--- src/rtl/ksa_share_ctrl.sv ---
// rtl/ksa_share_ctrl.sv - round-robin sequencer sharing one WIDTH-bit adder across two requesters
module ksa_share_ctrl #(
    parameter int WIDTH = 8,
    parameter int WORDS = 4
) (
    input  logic                   clk,
    input  logic                   rst_n,
    input  logic                   req0_valid,
    output logic                   req0_ready,
    input  logic [WIDTH*WORDS-1:0] req0_a,
    input  logic [WIDTH*WORDS-1:0] req0_b,
    input  logic                   req0_cin,
    input  logic                   req1_valid,
    output logic                   req1_ready,
    input  logic [WIDTH*WORDS-1:0] req1_a,
    input  logic [WIDTH*WORDS-1:0] req1_b,
    input  logic                   req1_cin,
    output logic                   rsp_valid,
    input  logic                   rsp_ready,
    output logic                   rsp_id,
    output logic [WIDTH*WORDS-1:0] rsp_sum,
    output logic                   rsp_cout,
    output logic [WIDTH-1:0]       add_a,
    output logic [WIDTH-1:0]       add_b,
    output logic                   add_cin,
    input  logic [WIDTH-1:0]       add_sum,
    input  logic                   add_cout
);

    localparam int W  = WIDTH * WORDS;
    localparam int KW = (WORDS > 1) ? $clog2(WORDS) : 1;
    localparam logic [KW-1:0] K_LAST = KW'(WORDS - 1);

    typedef enum logic [1:0] {
        IDLE = 2'd0,
        RUN  = 2'd1,
        DONE = 2'd2
    } state_t;

    state_t         state;
    logic [W-1:0]   a_reg;
    logic [W-1:0]   b_reg;
    logic [W-1:0]   sum_reg;
    logic           carry;
    logic           id;
    logic           last_grant;
    logic [KW-1:0]  k;
    logic           rsp_valid_q;
    logic           grant0;
    logic           grant1;
    logic [31:0]    base;

    assign base = 32'(k) * 32'(WIDTH);

    // Round-robin pick: a lone requester wins, a tie goes to whoever did not win last time
    always_comb begin
        grant0 = 1'b0;
        grant1 = 1'b0;
        if (state == IDLE) begin
            grant0 = req0_valid && (!req1_valid || last_grant);
            grant1 = req1_valid && (!req0_valid || !last_grant);
        end
    end

    assign req0_ready = grant0;
    assign req1_ready = grant1;

    // Present the current slice to the shared adder only while running; idle the adder otherwise
    always_comb begin
        add_a   = '0;
        add_b   = '0;
        add_cin = 1'b0;
        if (state == RUN) begin
            add_a   = a_reg[base +: WIDTH];
            add_b   = b_reg[base +: WIDTH];
            add_cin = carry;
        end
    end

    assign rsp_valid = rsp_valid_q;
    assign rsp_sum   = sum_reg;
    assign rsp_cout  = carry;
    assign rsp_id    = id;

    // Sequencer: capture on grant, walk slices LSB first chaining the carry, hold result until taken
    always_ff @(posedge clk or negedge rst_n) begin
        if (!rst_n) begin
            state       <= IDLE;
            a_reg       <= '0;
            b_reg       <= '0;
            sum_reg     <= '0;
            carry       <= 1'b0;
            id          <= 1'b0;
            last_grant  <= 1'b1;
            k           <= '0;
            rsp_valid_q <= 1'b0;
        end else begin
            case (state)
                IDLE: begin
                    if (grant0 || grant1) begin
                        a_reg      <= grant1 ? req1_a : req0_a;
                        b_reg      <= grant1 ? req1_b : req0_b;
                        carry      <= grant1 ? req1_cin : req0_cin;
                        id         <= grant1;
                        last_grant <= grant1;
                        k          <= '0;
                        state      <= RUN;
                    end
                end
                RUN: begin
                    sum_reg[base +: WIDTH] <= add_sum;
                    carry                  <= add_cout;
                    if (k == K_LAST) begin
                        state       <= DONE;
                        rsp_valid_q <= 1'b1;
                    end else begin
                        k <= k + KW'(1);
                    end
                end
                DONE: begin
                    if (rsp_ready) begin
                        state       <= IDLE;
                        rsp_valid_q <= 1'b0;
                    end
                end
                default: begin
                    state       <= IDLE;
                    rsp_valid_q <= 1'b0;
                end
            endcase
        end
    end

endmodule
--- config.mk ---
export PLATFORM = sky130hd
export DESIGN_NAME = ksa_share_ctrl
export DESIGN_NICKNAME = d
export VERILOG_FILES = /design/src/rtl/ksa_share_ctrl.sv
export SDC_FILE = /design/constraint.sdc
export NUM_CORES = 1
export LEC_CHECK = 0
export ABC_AREA = 1
export BUFFER_PORTS_ARGS = -buffer_cell sky130_fd_sc_hd__buf_4
export CORE_MARGIN = 1
export CORE_UTILIZATION = 45
export DETAILED_ROUTE_END_ITERATION = 8
export HOLD_SLACK_MARGIN = 0.15
export MAX_ROUTING_LAYER = met4
export PLACE_DENSITY_LB_ADDON = 0.2
export REMOVE_ABC_BUFFERS = 1
export SLEW_MARGIN = 15
export SYNTH_ARGS = -nofsm -noshare
export SYNTH_HDL_FRONTEND = slang
export SYNTH_SLANG_ARGS = --single-unit
--- constraint.sdc ---
create_clock -name clk -period 1.86 [get_ports clk]
set_input_delay 0.093 -clock clk [delete_from_list [all_inputs] [get_ports clk]]
set_output_delay 0.093 -clock clk [all_outputs]
set_load 0.005 [all_outputs]
---- Word-level counts from Yosys, hierarchy flattened ----
Index checks and enable logic that the tools add are counted.
W data, S select, Z words.
cells by class
  $add $sub $neg .......................... 2
  $mul .................................... 0
  div/mod/pow operators ................... 0
  $lt $le $gt $ge ......................... 0
  equality and inequality tests ........... 7
  shift-type cells ........................ 4
  multiplexer cells ....................... 21
  bitwise logic cells ..................... 1
  reduce and logical (&&, ||, !) cells .... 15
operators by type and width
  operator                   count
  $mux W32                   2
  $shiftx A32 B6 Y8          2
  $neg A5 Y34                1
  $shift A8 B34 Y32 const A  1
  $shiftx A8 B34 Y32         1
  $bwmux W32                 1
  $mux W8                    2
  $mux W2                    5
  $reduce_and A3 Y1          3
  $mux W1                    7
  $pmux W2 S3                1
  $eq A2 B2 Y1 const B       2
  $ne A2 B1 Y1 const B       2
  $ne A2 B2 Y1 const B       2
  $pmux W2 S2                1
  $reduce_and A2 Y1          2
  $logic_not A1 Y1           3
  $logic_or A1 B1 Y1         3
  $pmux W1 S3                1
  $add A2 B1 Y2 const B      1
  $eq A2 B1 Y1 const B       1
  $logic_and A1 B1 Y1        2
  $logic_not A2 Y1           1
  $pmux W1 S2                1
  other kinds (2)            2
storage, ports and cells
  flip-flop bits (word level) ............. 104
  bits in latches ......................... 0
  bits in writable memories ............... 0
  ROM bits ................................ 0
  bits of input ports ..................... 144
  output and inout port bits .............. 54
  word-level logic and storage cells ...... 59
  memories ................................ 0

---- Depth between registers and ports, before layout ----
Gate-level depths: netlist of run 1.
  depth in word-level cells ............... 7
  depth in mapped cells ................... 9
  depth with buffers taken out ............ 7

---- Worst setup path before layout of run 1 ----
OpenSTA, ideal clock, no wires.
  kind .................................... register to register
  start point ............................. register k[1]
  end point ............................... register sum_reg[16], in the netlist rsp_sum[16]
  library setup time ...................... 0.066 ns
  arrival time ............................ 1.775 ns
  data required time ...................... 1.794 ns
  path slack .............................. 0.020 ns
  cell stages (with the launch flop) ...... 9
  path buffers ............................ 2
  period minus slack after synthesis ...... 1.840 ns
  cells stage by stage .................... dfrtp_1 > buf_4 > clkinv_1 > buf_2 > ha_1 > inv_1 > nor2_1 > nand4_1 > nand2_1
on the way
  longest elaborated chain between the ends .. 3
  elaborated cells between the ends (all ways) .. 4
  classes of those cells .................. add/sub: 1; shift: 2; mux: 1
ends and longest elaborated chain
  what                                                            line  text
  start: declaration                                              47    logic [KW-1:0] k;
  start signal: assignment                                        117   k <= k + KW'(1);
  $neg A5 Y34 (*)                                                 111   sum_reg[base +: WIDTH] <= add_sum;
  $shiftx A8 B34 Y32 / $shift A8 B34 Y32 (equally long branches)  111
  $bwmux W32 (*)                                                  111
  end signal: indexed assignment                                  111
  end: declaration                                                43    logic [W-1:0] sum_reg;
Every way passes the cells marked *; elsewhere a longest branch is shown, timed or not.
A chain may end at the register's enable or synchronous reset.

---- Worst setup path in the final report of run 1 ----
  start point ............................. register last_grant
  end point ............................... output port req1_ready
on the way
  longest elaborated chain between the ends .. 4
ends and longest elaborated chain
  what                      line  text
  start: declaration        46    logic last_grant;
  start signal: assignment  105   last_grant <= grant1;
  $logic_not A1 Y1          61    grant1 = req1_valid && (!req0_valid || !last_grant);
  $logic_or A1 B1 Y1        61
  $logic_and A1 B1 Y1       61
  $mux W1                   59    if (state == IDLE) begin
  end: declaration          14    output logic req1_ready,
No other way between the ends.

==> results.tsv, run 1 <==
stage	metric	value	unit
floorplan	Die Y	113.8	um
routing	DRT antenna net count	0	
timing	post-route clock skew	0.01134	ns
logic_synthesis	Synth Area in Adders	1.335	%
clocking	CTS H-tree depth	3	
pwr	Peak supply drop	0.0007964	V
global_routing	total track usage	28.26	%
routing	residual DRC count	0	
pwr	sw power	4.996	mW
routing	DRT Pass-1 Iters	5	
setup_path	kind of critical path	reg2out	
floorplan	chip width	113.8	um
pwr	overall power	12.18	mW
place	placed wire-length estimate	10150	um
logic_synthesis	Distinct cells, synth	29	
place	Port Buffers	197	
routing	Total Wirelength	17390	um
timing	crit path time final	1.762	ns
layout	fin nets	1192	
timing	Fin. Hold Viols	0	
pwr	Net Sw Frac	41.01	%
pwr	combinational fraction of design power	52.5	%
floorplan	Core ar.	0.01211	sq mm
logic_synthesis	Synth Area in Simple Gates	19.39	%
logic_synthesis	area leader, netlist	dfrtp_1	
global_routing	first-pass GRT wire length	28080	um
logic_synthesis	largest family of logic cells by synthesized area	compound AO/OA/AOI/OAI gates	
timing	fin. max-slew vios	0	
timing	Peak Freq	0.5675	GHz
global_routing	total grt overflow	0	
timing	final setup fails	0	
layout	share of cells above drive strength 1	25.69	%
clocking	root buf cell	clkbuf_16	
layout	Area Overhead vs Synth	57.02	%
logic_synthesis	most numerous cell in the Yosys netlist	nand2_1	
flow_run	max_cap viols	0	
logic_synthesis	Async SR Flop Fraction	100.0	%
pwr	Power Dens Cells	1380	mW/mm^2
logic_synthesis	complex-gate fraction of the synthesized area	21.39	%
logic_synthesis	synthesized instance count	729	
timing	period utilization	94.74	%
timing	worst slew pin tran	0.4822	ns
logic_synthesis	number of flops mapped to enable cells by yosys	0	
logic_synthesis	post-synthesis xor/xnor area fraction	0	%
logic_synthesis	top_reg_cell synth	dfrtp_1	
floorplan	Rows	40	
floorplan	DIE AREA	0.01294	sq mm
pwr	clock network power share	15.1	%
routing	Wirelength per Cell	14.31	um
routing	Via Count	6106	
setup_path	CP Max Fanout	34	
logic_synthesis	Netlist Area Pre-Place	0.005622	sq mm
logic_synthesis	Mean Syn Cell Area	7.711	sq um
worst_hold_path	Min-Delay Path Class	in2reg	
place	routability cong.	0.8480	
floorplan	I/O Pins	198	
timing	Min Hold Slack	0.1363	ns
logic_synthesis	multiplexer share of the synthesized area	0	%
pwr	leak pwr	4.586	nW
clocking	CTS max path bufs	2	
clocking	CTS sink cnt	104	
setup_path	Critical Path RT	1.77	ns
clocking	Post-CTS Setup Repair Bufs	0	
clocking	CTS tree	done	
global_routing	largest net degree at the start of global routing	68	
global_routing	vias in the first global route	6086	
logic_synthesis	Commonest cells post-synth	155 x nand2_1, 138 x o21ai_0, 103 x dfrtp_1	
layout	ANT cells	0	
clocking	TritonCTS buffer count	9	
clocking	Worst-Skew Late Latency	0.34	ns
pwr	sequential power share	32.4	%
setup_path	Arrival @ worst endpoint	1.67	ns
routing	vias per cell	5.026	
logic_synthesis	Yosys top cell area share	45.85	%
logic_synthesis	Seq cells post-synth	104	
setup_path	CP startpoint kind	flop	
routing	Iter 0 DRT Violations	350	
logic_synthesis	fraction of the yosys area taken by sequential cells	46.32	%
setup_path	crit end category	primary output	
clocking	Clock transition at path regs	0.07	ns
floorplan	initial cell density of the core	46.42	%
logic_synthesis	synth top area cells	dfrtp_1 46%, o21ai_0 12%, nand2_1 10%	
timing	Slew HR	67.74	%
global_routing	initial antenna violation count	0	
status	outcome	finished clean	
pwr	internal power	7.186	mW
logic_synthesis	Yosys warnings	0	
[what timing repair did]
item,in CTS,in global routing
hold buffers,125,0
endpoints found under the setup margin,0,4
hold endpoints to repair,200,0
gates resized for setup,0,4
[logic make-up (layout without fill, tap and decap cells)]
| group | count (synthesis) | count (layout) |
|---|---|---|
| buffers and inverters | 128 | 446 |
| adder cells (fa/ha/maj) | 6 | 6 |
| AND/OR/NAND/NOR | 263 | 263 |
| AO/OA/AOI/OAI | 228 | 228 |
| flip-flops | 104 | 104 |
[path summary, 6_finish.rpt]
path | startpoint | end | slack, ns | cells after the start
worst min register to register | a_reg[30] | a_reg[30] | 0.48 | 2
min in group asynchronous | rst_n | rsp_sum[12] | 0.27 | 2
worst max register to register | k[1] | rsp_sum[1] | 0.22 | 7
worst max-delay path | last_grant | req1_ready | 0.1 | 6
worst min-delay path | req1_a[16] | a_reg[16] | 0.14 | 3
max in group asynchronous | rst_n | last_grant | 0.93 | 3
[power by group through the flow]
stage                     registers [mW]  clock network, mW  logic (mW)
after floorplan                     3.99                  0        3.24
after global placement              3.96                  0        5.93
after detailed placement            3.98                  0        6.05
after CTS                           3.95               1.87        6.29
after global routing                4.08               1.94        7.19
final                               3.95               1.84        6.39
[critical path: stages, from the launching register on]
cell     delay [ns]
dfstp_2        0.53
nand2_1        0.10
nand3_4        0.17
buf_16         0.20
buf_6          0.15
inv_1          0.04
buf_4          0.12
[cell usage in the layout, fill, tap and decap left out, drive strengths merged]
cell	instances
a21oi	16
buf	222
clkbuf	12
clkinv	5
clkinvlp	2
dfrtp	103
dfstp	1
dlygate4sd3	125
ha	6
inv	80
nand2	156
nand3	24
nand4	9
nor2	70
nor3	2
o21ai	211
o22ai	1
or2	2
[routing by layer]
layer  wire length [um]  track usage [%]  part of all wire (%)
met5                  0                -                     0
met4                588            11.60                   3.4
met3                932            3.985                   5.4
met2               8533            48.37                    49
met1               7332            33.62                    42
[metrics by stage]
step | std cells | setup WS (ns) | TNS (ns) | instance area (sq um) | util (%)
floorplan | 683 | -1.034 | -97.20 | 5279 | -
global placement | 1073 | 0.2722 | 0 | 7237 | 59.75
detailed placement | 1073 | 0.2246 | 0 | 7237 | 59.75
CTS | 1214 | 0.004702 | 0 | 8782 | 72.51
global route | 1215 | -0.0006666 | -0.0006666 | 8827 | 72.88
finish | 1215 | 0.09780 | 0 | 8827 | 72.88
[final cells by class]
cell class,count,area [sq um]
Sequential cell,104,2605
Timing Repair Buffer,348,3029
Fill cell,938,3284
Inverter,82,310.3
Clock inverter,5,41.29
Tap cell,168,210.2
Clock buffer,11,252.7
Multi-Input combinational cell,497,2379
(Power assumes the default switching activity.)
==> run 2: changes to the inputs <==
--- a/config.mk
+++ b/config.mk
@@ -8,7 +8,7 @@
 export ABC_AREA = 1
 export BUFFER_PORTS_ARGS = -buffer_cell sky130_fd_sc_hd__buf_4
 export CORE_MARGIN = 1
-export CORE_UTILIZATION = 45
+export CORE_UTILIZATION = 46
 export DETAILED_ROUTE_END_ITERATION = 8
 export HOLD_SLACK_MARGIN = 0.15
 export MAX_ROUTING_LAYER = met4
==> run 2 against run 1 <==
Setup slack improved by 0.0098 ns. Final cell count fell by 1.7%. First-iteration DRC count rose by 23%. Fmax rose by 0.56%. Clock skew fell by 0.0015 ns. Flip-flop and latch count did not move. Register-to-register slack got worse by 0.04 ns. Power fell by 0.27%. Sequential share of layout area rose by 0.19 points. Die area fell by 2.1%. Non-clock buffer count rose by 1.
==> results.tsv, run 2 (synthesized netlist as in run 1, its figures left out) <==
stage	metric	value	unit
timing	Peak Freq	0.5706	GHz
setup_path	FF-to-FF path depth	7	
layout	ANT cells	0	
clocking	Post-CTS Setup Repair Bufs	0	
setup_path	CP startpoint kind	flop	
pwr	Peak supply drop	0.0005541	V
timing	Fin. Hold Viols	0	
status	outcome	finished clean	
clocking	CTS sink cnt	104	
routing	Via Count	6132	
timing	period utilization	94.22	%
floorplan	initial cell density of the core	47.00	%
routing	residual DRC count	0	
floorplan	I/O Pins	198	
layout	fin nets	1193	
timing	Slew HR	56.77	%
pwr	Net Sw Frac	40.98	%
worst_hold_path	Min-Delay Path Class	in2reg	
timing	final setup fails	0	
place	placed insts	1047	
setup_path	reg2reg setup slack	0.18	ns
clocking	Clock transition at path regs	0.07	ns
setup_path	CP bufs+invs	3	
place	Port Buffers	197	
pwr	sw power	4.979	mW
routing	vias per cell	5.136	
clocking	Worst-Skew Late Latency	0.34	ns
setup_path	crit path launch	state[1]	
pwr	leak pwr	4.569	nW
layout	Area Overhead vs Synth	56.02	%
global_routing	largest net degree at the start of global routing	134	
floorplan	Rows	40	
place	routability cong.	0.8951	
setup_path	Critical Path RT	1.77	ns
setup_path	Critical Path Sink	add_a[1]	
setup_path	Crit path max-delay family	buffers and inverters	
clocking	TritonCTS buffer count	9	
floorplan	Die Y	112.6	um
setup_path	crit-path most repeated cell	buf_4	
layout	most common cell after layout, fill and taps aside	buf_4	
routing	Total Wirelength	17640	um
timing	crit path time final	1.752	ns
pwr	clock network power share	15.2	%
timing	final worst setup slack	0.1075	ns
pwr	combinational fraction of design power	52.1	%
global_routing	vias in the first global route	6130	
place	placed wire-length estimate	10260	um
setup_path	CP Max Fanout	15	
setup_path	crit path cell chain	inv_1 -> nand2_2 -> buf_4 -> a21oi_1 -> buf_4	
layout	share of cells above drive strength 1	24.93	%
clocking	root buf cell	clkbuf_16	
setup_path	reg-to-reg endpoint	k[0]	
flow_run	max_cap viols	0	
timing	post-route clock skew	0.009828	ns
floorplan	chip width	112.6	um
global_routing	first-pass GRT wire length	28290	um
place	dpl ws	0.2322	ns
global_routing	initial antenna violation count	0	
setup_path	Arrival @ worst endpoint	1.66	ns
routing	DRT antenna net count	0	
setup_path	CP peak stage delay	0.40	ns
pwr	sequential power share	32.7	%
global_routing	total grt overflow	0	
clocking	CTS max path bufs	2	
setup_path	worst r2r src	last_grant	
routing	DRT Pass-1 Iters	5	
pwr	overall power	12.15	mW
floorplan	DIE AREA	0.01267	sq mm
clocking	CTS tree	done	
timing	RSZ-0062 raised after global routing	no	
layout	Finished Layout Cells	1194	
routing	Wirelength per Cell	14.77	um
clocking	CTS H-tree depth	3	
pwr	internal power	7.171	mW
layout	most frequent cells in the layout	213 x buf_4, 154 x nand2_1, 138 x o21ai_0, 131 x dlygate4sd3_1, 102 x dfrtp_1	
pwr	Power Dens Cells	1385	mW/mm^2
timing	worst slew pin tran	0.6484	ns
setup_path	Worst path depth	5	
global_routing	total track usage	28.81	%
floorplan	Core ar.	0.01196	sq mm
setup_path	kind of critical path	reg2out	
timing	setup TNS	0	ns
timing	fin. max-slew vios	0	
routing	Iter 0 DRT Violations	430	
setup_path	crit end category	primary output	
setup_path	slowest stage cell, crit path	dfrtp_1	
[run 2: worst reg2reg max path, cell delays in order (launching register included)]
cell and delay [ns]:
dfstp_2 0.53, nand2_1 0.10, nand3_4 0.17, nand2_1 0.11
inv_4 0.27, buf_4 0.26, nand2_4 0.07, o21ai_2 0.10
[run 2: what timing repair did]
item | in CTS | in global routing
hold endpoints to repair | 202 | 0
hold buffers | 131 | 0
setup endpoints to repair | 0 | 2
resized for setup | 0 | 2
[run 2: per-stage QoR]
step                util (%)  hold WS [ns]  instance area [sq um]
floorplan                  -       -0.2026                   5279
global placement       59.65       -0.1147                   7136
detailed placement     59.65       -0.1124                   7136
CTS                    73.02        0.1513                   8735
global route           73.33        0.1701                   8771
finish                 73.33        0.1455                   8771
[run 2: final cells by class]
class | instances | area [sq um]
Clock buffer | 10 | 229.0
Fill cell | 861 | 3191
Timing Repair Buffer | 349 | 3014
Sequential cell | 104 | 2605
Inverter | 82 | 310.3
Multi-Input combinational cell | 497 | 2370
Clock inverter | 5 | 58.81
Tap cell | 147 | 183.9
[run 2: how the worst min path moves through the flow]
stage / startpoint / to / cells after the start
detailed placement: rst_n / rsp_sum[9] / 1
CTS: req0_b[30] / b_reg[30] / 5
floorplan: rst_n / a_reg[0] / 0
global route: req0_a[21] / a_reg[21] / 5
finish: req0_b[10] / b_reg[10] / 5
global placement: rst_n / rsp_sum[9] / 1
[run 2: layer usage]
| metal | routed length [um] | global-route usage [%] | share of wire (%) | vias up |
|---|---|---|---|---|
| met4 | 593 | 12.62 | 3.4 | 0 |
| met2 | 8659 | 48.27 | 49 | 263 |
| met5 | 0 | - | 0 | - |
| met1 | 7435 | 34.46 | 42 | 2817 |
| li1 | - | - | - | 2989 |
| met3 | 950 | 4.428 | 5.4 | 63 |
[run 2: power groups by stage]
| stage | sequential, mW | combinational [mW] | clock [mW] |
|---|---|---|---|
| global route | 4.10 | 7.10 | 1.98 |
| detailed placement | 4.00 | 6.00 | 0 |
| finish | 3.98 | 6.33 | 1.84 |
| floorplan | 3.99 | 3.24 | 0 |
| CTS | 3.97 | 6.24 | 1.87 |
| global placement | 3.94 | 5.79 | 0 |
==> run 3: changes to the inputs <==
--- a/config.mk
+++ b/config.mk
@@ -6,7 +6,7 @@
 export NUM_CORES = 1
 export LEC_CHECK = 0
 export ABC_AREA = 1
-export BUFFER_PORTS_ARGS = -buffer_cell sky130_fd_sc_hd__buf_4
+export BUFFER_PORTS_ARGS = -buffer_cell sky130_fd_sc_hd__buf_2
 export CORE_MARGIN = 1
 export CORE_UTILIZATION = 46
 export DETAILED_ROUTE_END_ITERATION = 8
==> run 3 against run 2 <==
Utilization shrank 2.8 points. Power shrank 2.0%. Critical path depth is the same. Final cell count grew 0.67%. Via count shrank 1.3%. Largest cell class unchanged.
==> results.tsv, run 3 (synthesized netlist as in run 1, its figures left out) <==
stage	metric	value	unit
setup_path	slowest stage cell, crit path	dfrtp_1	
timing	fin. max-slew vios	0	
floorplan	Die Y	112.6	um
layout	most frequent cells in the layout	196 x buf_2, 154 x nand2_1, 138 x o21ai_0, 138 x dlygate4sd3_1, 102 x dfrtp_1	
layout	most common cell after layout, fill and taps aside	buf_2	
place	Area after DPL	0.006708	sq mm
timing	post-route clock skew	0.01012	ns
floorplan	Rows	40	
setup_path	Critical Path RT	1.77	ns
timing	final setup fails	0	
layout	Finished Layout Cells	1202	
timing	crit path time final	1.740	ns
clocking	CTS tree	done	
layout	Area Overhead vs Synth	50.14	%
clocking	CTS max path bufs	2	
clocking	Worst-Skew Late Latency	0.34	ns
pwr	leak pwr	4.509	nW
place	dpl ws	0.2403	ns
routing	Via Count	6054	
setup_path	CP startpoint kind	flop	
setup_path	CP peak stage delay	0.41	ns
timing	final worst setup slack	0.1199	ns
timing	Fin. Hold Viols	0	
floorplan	DIE AREA	0.01267	sq mm
layout	fin util	70.56	%
timing	worst slew pin tran	0.4801	ns
clocking	TritonCTS buffer count	9	
global_routing	total grt overflow	0	
floorplan	Core ar.	0.01196	sq mm
place	routability cong.	0.7970	
status	outcome	finished clean	
place	placed wire-length estimate	9230	um
place	Port Buffers	197	
routing	Total Wirelength	16710	um
setup_path	CP Max Fanout	16	
global_routing	total track usage	27.22	%
layout	Final Instance Area	0.008441	sq mm
setup_path	kind of critical path	reg2out	
clocking	CTS H-tree depth	3	
setup_path	crit end category	primary output	
floorplan	chip width	112.6	um
routing	vias per cell	5.037	
setup_path	crit path cell chain	inv_1 -> nand2_4 -> buf_4 -> a21oi_1 -> buf_2	
global_routing	initial antenna violation count	0	
floorplan	initial cell density of the core	47.00	%
pwr	Peak supply drop	0.0006857	V
timing	period utilization	93.55	%
clocking	Clock transition at path regs	0.07	ns
routing	Wirelength per Cell	13.90	um
layout	fin nets	1200	
setup_path	Arrival @ worst endpoint	1.65	ns
place	placed insts	1047	
flow_run	max_cap viols	0	
layout	share of cells above drive strength 1	24.74	%
routing	DRT Pass-1 Iters	4	
layout	ANT cells	0	
timing	RSZ-0062 raised after global routing	no	
routing	Iter 0 DRT Violations	369	
floorplan	I/O Pins	198	
global_routing	largest net degree at the start of global routing	134	
timing	Peak Freq	0.5747	GHz
routing	residual DRC count	0	
clocking	root buf cell	clkbuf_16	
global_routing	first-pass GRT wire length	26900	um
global_routing	vias in the first global route	5793	
clocking	Post-CTS Setup Repair Bufs	0	
pwr	Power Dens Cells	1410	mW/mm^2
worst_hold_path	Min-Delay Path Class	in2reg	
routing	DRT antenna net count	0	
clocking	CTS sink cnt	104	
pwr	overall power	11.90	mW
timing	Slew HR	67.88	%
-- run 3: cell types whose count changed in the layout (fill, tap and decap cells not counted), sizes merged --
cell / delta
dlygate4sd3: +7
clkinvlp: -1
clkinv: -1
clkbuf: +1
bufinv: +1
inv: +1
-- run 3: timing repair --
action | in CTS | in global routing
endpoints found under the hold margin | 204 | 0
resized for setup | 0 | 2
hold buffers | 138 | 0
setup endpoints to repair | 0 | 7
-- run 3: worst paths after layout --
| check | startpoint | endpoint | slack (ns) | cells past startpoint |
|---|---|---|---|---|
| max in group asynchronous | rst_n | last_grant | 1.23 | 3 |
| min | req1_cin | rsp_cout | 0.15 | 5 |
| min in group asynchronous | rst_n | rsp_sum[9] | 0.26 | 3 |
| max reg2reg | last_grant | a_reg[7] | 0.15 | 6 |
| min reg2reg | rsp_id | rsp_id | 0.47 | 2 |
| max | state[1] | add_b[3] | 0.12 | 5 |
-- run 3: layout make-up --
class	instances	area, sq um
Sequential cell	104	2605
Inverter	82	310.3
Clock buffer	11	232.7
Tap cell	147	183.9
Fill cell	911	3521
Timing Repair Buffer	356	2653
Clock inverter	5	81.33
Multi-Input combinational cell	497	2375
-- run 3: worst max-delay path: cells and delay by family (launching register included) --
family | cells | cell delay [ns]
buffers and inverters | 3 | 0.54
AO/OA/AOI/OAI | 1 | 0.20
flip-flops | 1 | 0.41
AND/OR/NAND/NOR | 1 | 0.15
-- run 3: metrics by stage --
step	TNS [ns]	hold WS [ns]
finish	0	0.1493
floorplan	-97.20	-0.2026
global route	0	0.1919
global placement	0	0.09306
detailed placement	0	0.09088
CTS	0	0.1504
-- run 3: per-layer routing --
layer	vias to the layer above	track usage [%]	share of wire, %
met5	-	-	0
met4	0	11.73	2.9
met3	46	3.672	4.8
met2	240	44.28	48
met1	2765	34.08	44
li1	3003	-	-
-- run 3: where the power goes --
group / internal [mW] / switching [mW]
clock: 1.18 / 0.841
combinational: 2.45 / 3.51
sequential: 3.37 / 0.558
total: 7.00 / 4.90
